`src/rtl/rr_grant_burst_mux.sv`:
```
// Burst mux behind the 3-way round-robin arbiter: latches the granted requester
// as owner and streams len+1 beats from its lane over one valid/ready channel.
module rr_grant_burst_mux #(
  parameter int N  = 3,
  parameter int DW = 8,
  parameter int LW = 4
) (
  input  logic            clk,
  input  logic            rst,
  input  logic [N-1:0]    get,
  input  logic [N*LW-1:0] req_len,
  input  logic [N*DW-1:0] req_data,
  input  logic            out_ready,
  output logic            out_valid,
  output logic [DW-1:0]   out_data,
  output logic [1:0]      out_src,
  output logic            out_last,
  output logic [N-1:0]    data_ack,
  output logic [N-1:0]    done,
  output logic            busy,
  output logic            err
);

  // Handshake: a beat transfers on every cycle where out_valid && out_ready;
  // out_valid, out_data, out_src and out_last hold steady while out_ready is low.

  typedef enum logic [1:0] {
    IDLE = 2'd0,
    XFER = 2'd1,
    DONE = 2'd2
  } state_t;

  state_t        state;
  logic [1:0]    owner;
  logic [LW-1:0] len_q;
  logic [LW-1:0] beat_cnt;

  logic          grant_one;
  logic          grant_multi;
  logic [1:0]    grant_idx;
  logic [LW-1:0] cap_len;
  logic [DW-1:0] lane_data;
  logic [N-1:0]  owner_hot;
  logic          accept;
  logic          last_beat;

  always_comb begin
    grant_one   = 1'b0;
    grant_multi = 1'b0;
    grant_idx   = 2'd0;
    case (get)
      3'b000: ;
      3'b001: begin grant_one = 1'b1; grant_idx = 2'd0; end
      3'b010: begin grant_one = 1'b1; grant_idx = 2'd1; end
      3'b100: begin grant_one = 1'b1; grant_idx = 2'd2; end
      default: grant_multi = 1'b1;
    endcase
  end

  // Lane selection: capture length by incoming grant, stream data by latched owner.
  always_comb begin
    cap_len   = '0;
    lane_data = '0;
    for (int i = 0; i < N; i++) begin
      if (grant_idx == 2'(i)) cap_len = req_len[i*LW +: LW];
      if (owner == 2'(i))     lane_data = req_data[i*DW +: DW];
    end
  end

  assign owner_hot = {{(N-1){1'b0}}, 1'b1} << owner;
  assign last_beat = (beat_cnt == len_q);
  assign accept    = (state == XFER) && out_ready;

  always_ff @(posedge clk or posedge rst) begin
    if (rst) begin
      state    <= IDLE;
      owner    <= 2'd0;
      len_q    <= '0;
      beat_cnt <= '0;
      err      <= 1'b0;
    end else begin
      err <= 1'b0;
      case (state)
        IDLE: begin
          if (grant_one) begin
            owner    <= grant_idx;
            len_q    <= cap_len;
            beat_cnt <= '0;
            state    <= XFER;
          end else if (grant_multi) begin
            err <= 1'b1;
          end
        end
        XFER: begin
          // The final beat leaves the counter alone so len 2^LW-1 cannot wrap.
          if (accept) begin
            if (last_beat) state <= DONE;
            else           beat_cnt <= beat_cnt + 1'b1;
          end
        end
        DONE:    state <= IDLE;
        default: state <= IDLE;
      endcase
    end
  end

  assign out_valid = (state == XFER);
  assign busy      = (state != IDLE);
  assign out_last  = out_valid && last_beat;
  assign out_data  = out_valid ? lane_data : '0;
  assign out_src   = out_valid ? owner : 2'd0;
  assign data_ack  = accept ? owner_hot : '0;
  assign done      = (state == DONE) ? owner_hot : '0;

endmodule

```
`config.mk`:
```
export PLATFORM = sky130hd
export DESIGN_NAME = rr_grant_burst_mux
export DESIGN_NICKNAME = d
export VERILOG_FILES = /design/src/rtl/rr_grant_burst_mux.sv
export SDC_FILE = /design/constraint.sdc
export NUM_CORES = 1
export LEC_CHECK = 0
export ABC_CLOCK_PERIOD_IN_PS = 2700
export CAP_MARGIN = 15
export CORE_UTILIZATION = 40
export CTS_CLUSTER_DIAMETER = 60
export CTS_CLUSTER_SIZE = 10
export DETAILED_ROUTE_END_ITERATION = 8
export PLACE_DENSITY = 0.84
export SLEW_MARGIN = 10
export SYNTH_ARGS = -nofsm -noshare
export SYNTH_HDL_FRONTEND = slang
export SYNTH_SLANG_ARGS = --single-unit
```
`constraint.sdc`:
```
create_clock -name clk -period 2.7 [get_ports clk]
set_input_delay 0.27 -clock clk [delete_from_list [all_inputs] [get_ports clk]]
set_output_delay 0.27 -clock clk [all_outputs]
set_load 0.02 [all_outputs]
```
## Word-level counts from Yosys, hierarchy flattened

Index checks and enable logic that the tools add are counted.

| word-level totals | value |
|---|---|
| flip-flop bits (word level) | 13 |
| input bits | 42 |
| output and inout port bits | 20 |
| word-level logic and storage cells | 57 |

| operators by class | value |
|---|---|
| add/sub/neg operators | 1 |
| equal/unequal tests | 14 |
| shift-type cells | 1 |
| mux-type cells | 23 |
| reductions and logical operators | 13 |

Operators by type and width:

| operator | count |
|---|---|
| $mux 8 | 4 |
| $mux 4 | 6 |
| $mux 2 | 4 |
| $pmux 2 s2 | 2 |
| $pmux 4 s2 | 1 |
| $eq 2x1->1 const B | 3 |
| $eq 2x2->1 const B | 3 |
| $logic_not 2->1 | 3 |
| $mux 3 | 2 |
| $add 4x1->4 const B | 1 |
| $eq 4x4->1 | 1 |
| $mux 1 | 4 |
| $ne 2x1->1 const B | 2 |
| $ne 2x2->1 const B | 2 |
| $reduce_and 4->1 | 1 |
| $reduce_bool 2->1 | 2 |
| $reduce_or 4->1 | 1 |
| $eq 3x1->1 const B | 1 |
| $eq 3x2->1 const B | 1 |
| $eq 3x3->1 const B | 1 |
| $logic_not 3->1 | 1 |
| $reduce_and 3->1 | 1 |
| $reduce_or 3->1 | 1 |
| $shl 1x2->3 const A | 1 |
| 2 further kinds | 3 |

## Depth between registers and ports, before layout

| depth | value |
|---|---|
| word-level depth | 6 |
| gate-level depth with buffers | 6 |
| mapped depth without buffers | 5 |

## Worst setup path before layout

No wires, ideal clock.

| path | value |
|---|---|
| path kind | register to output |
| from | register owner[1] |
| to | output port out_data[4] |
| data arrival time | 1455 ps |
| data required time | 2430 ps |
| setup slack | 975 ps |
| cell stages (with the launch flop) | 7 |
| buffers on the path | 2 |
| cells stage by stage | dfrtp_1 -> clkbuf_1 -> buf_1 -> mux2i_1 -> nor2_1 -> a21oi_1 -> nor2_1 |

| on the way | value |
|---|---|
| word-level cells in the longest chain between the ends | 5 |
| elaborated cells on any way between the ends | 7 |
| those cells by class | 2 x eq/ne; 4 x mux; 1 x reduce/logical |

RTL lines:

| element | line | RTL |
|---|---|---|
| start: declaration | 34 | `logic [1:0] owner;` |
| start signal: assignment | 86 | `owner <= grant_idx;` |
| $logic_not 2->1 | 66 | `if (owner == 2'(i)) lane_data = req_data[i*DW +: DW];` |
| $mux 8 (2 in series) | 66 |  |
| $mux 8 (*) | 66 |  |
| $mux 8 (*) | 110 | `assign out_data = out_valid ? lane_data : '0;` |
| end: declaration | 15 | `output logic [DW-1:0] out_data,` |

Mark *: on every way between the ends. The rest lies on a longest branch, timed or not.

## Final worst setup path

| path | value |
|---|---|
| from | register beat_cnt[1] |
| to | output port out_last |

| on the way | value |
|---|---|
| word-level cells in the longest chain between the ends | 2 |

RTL lines:

| element | line | RTL |
|---|---|---|
| start: declaration | 36 | `logic [LW-1:0] beat_cnt;` |
| start signal: assignment | 98 | `else beat_cnt <= beat_cnt + 1'b1;` |
| $eq 4x4->1 | 71 | `assign last_beat = (beat_cnt == len_q);` |
| $logic_and 1x1->1 | 109 | `assign out_last = out_valid && last_beat;` |
| end: declaration | 17 | `output logic out_last,` |

Every way passes these cells.

==> flow_summary.toml <==
[floorplan]
ios = 62
rows = 18
start_util = 0.4289
dieArea_um2 = 2892
design.core.area_um2 = 2500
die_y_um = 53.78
die_w_um = 53.78

[layout]
layout_common_cells = "clkdlybuf4s50_1 (61), nor2_1 (25), o21ai_0 (14), dfrtp_1 (13), a21oi_1 (12)"
postLayoutCellArea_um2 = 1737
mostFrequentLayoutCell = "clkdlybuf4s50_1"
num_antenna_cells = 0
fin_nets = 251
layout-drive-gt1-share = 0.04348
area_delta_synth_final_pct = 61.96

[routing]
dr.pass1.iters = 4
drcViolationCount = 0
ant_nets = 0
via_per_inst = 5.291
vias = 1254
drt-initial-drc-count = 34
wl_um = 3264
wl_per_cell_um = 13.77

[yosys]
ys_types = 33
avgSynthCellArea_um2 = 7.294
synthesis.area_um2 = 1072
synth_largest_area_cell = "dfrtp_1"
ys_ff_latch = 13
synth_top_cell_area_share = 0.3034
synth_nets = 190
synth.yosys.seq_area_share = 0.3034
synth-async-reset-ratio = 1.000
syn_inst = 147
ys_warn_count = 0
synth_edf_count = 0
synth_area_leaders = "dfrtp_1 (30%), nor2_1 (8.8%), mux2i_1 (8.4%)"
synthFlopType = "dfrtp_1"

[sta]
tightest_slew_ns = 0.6018
period_needed_ns = 2.337
slew_headroom = 0.5980
fmax_mhz = 428.0
finalHoldViolCount = 0
rsz0062_at_grt = "no"
fin_skew_ns = 0.002297
post-route-period-util = 0.8654
tns_ns = 0
final_max_slew_viol_count = 0
setup_viol = 0

[clock_tree]
insertion_delay_ns = 0.28
cts_tree = "yes"
post_cts_buffers = 0
cts_htree_levels = 1
cts_hold_buf = 0
clockRootBuffer = "clkbuf_4"
cts-resized-gates = 0
numCtsBuffers = 3
clk_path_buf_depth = 2
clock-sinks = 13
clk_pin_slew_ns = 0.08

[setup_path]
r2r_slack_ns = 1.07
arrival_ns = 2.07
path_max_fanout = 5
worstPathRequired_ns = 2.43
r2r_end = "beat_cnt[0]"
crit_path_end_kind = "output port"
r2r_start = "beat_cnt[1]"
ff2ff_path_depth = 5
worstSetupPathType = "register to output port"
startpoint_type = "register"

[power_and_ir_drop]
ir_worst_vdd_v = 0.0006750
leakagePower_nw = 0.7481
cellPowerDensity_nw_per_um2 = 962.2

[run_status]
status = "completed"

[flow_run]
cap_violations = 0

[place]
gp_congestion = 0.8004
place_area_um2 = 1710
io_buffers = 61
hpwl_um = 2634

[hold_path]
hold_class = "input pin to asynchronous set/reset pin"

[global_route]
antenna_found_initial = 0
grt_max_degree = 16
grt_overflow = 0
grt_pass1_wl_um = 5023
grt_pass1_vias = 1104
grtUsageTotal = 0.2417
[stage by stage]
stage                     cells    util  hold slack (ns)  setup WS (ns)  power (mW)
final                       237  0.6947           0.3074         0.3633       1.671
after detailed placement    233  0.6842           0.4770         0.3639       1.543
after global routing        237  0.6947           0.3689         0.2149       1.797
after global placement      233  0.6842           0.4666         0.4487       1.499
after CTS                   237  0.6947           0.3207         0.3412       1.671
after floorplan             147       -           0.1470         0.9752       1.076
[worst max-delay path, cell delays in order, from the launching register on]
cell	delay [ns]
dfrtp_1	0.44
xnor2_1	0.16
and3_1	0.16
nand4b_1	0.24
nor2_1	0.17
clkdlybuf4s50_1	0.62
[synthesized netlist by cell type, drive strengths merged (3+ instances only)]
library cell	n
a21oi	12
dfrtp	13
nand2	12
nand3	3
buf	3
o22ai	5
nor2	26
clkbuf	5
o221ai	4
o21ai	15
nor2b	3
nor3	3
mux2i	9
inv	8
nand2b	9
[sequential cells by signal, summed over array words and instances, names as in the netlist]
register / count
err: 1
owner: 2
len_q: 4
beat_cnt: 4
state: 2
[kinds of logic (layout without fill, tap and decap cells)]
logic type,after synthesis,in the layout,synth area share
compound gates,42,42,0.2334
xor+xnor,2,2,0.01634
flops,13,13,0.3034
fa+ha+maj,1,1,0.01167
mux,10,10,0.09802
simple gates,63,63,0.2789
buf+inv,16,76,0.05834
[worst max path at each step]
stage | from | to | slack, ns | cells after the start
finish | beat_cnt[1] | out_last | 0.36 | 5
global route | beat_cnt[1] | out_last | 0.21 | 5
CTS | beat_cnt[1] | out_last | 0.34 | 5
detailed placement | get[1] | beat_cnt[0] | 0.36 | 6
global placement | get[1] | beat_cnt[0] | 0.45 | 6
floorplan | owner[1] | out_data[4] | 0.98 | 6
[layer usage]
metal,part of all wire,wire length (µm),vias to the layer above,global-route usage
li1,-,-,635,-
met1,0.45,1480,578,0.3397
met2,0.51,1650,37,0.3642
met3,0.032,105,4,0.03672
met4,0.0086,28,0,0.1009
met5,0,0,-,0
[cell type report]
class / count / area, µm²
Sequential cell: 13 / 325.3
Fill cell: 203 / 763.2
Multi-Input combinational cell: 118 / 684.4
Tap cell: 30 / 37.54
Timing Repair Buffer: 64 / 633.1
Inverter: 8 / 30.03
Clock buffer: 4 / 26.28
[power by group]
group	internal (mW)	switching (mW)	total, mW
Clock	0.0574	0.0677	0.125
Sequential	0.280	0.0817	0.362
Combinational	0.553	0.631	1.18
Total	0.891	0.780	1.67
(Power assumes the default switching activity.)
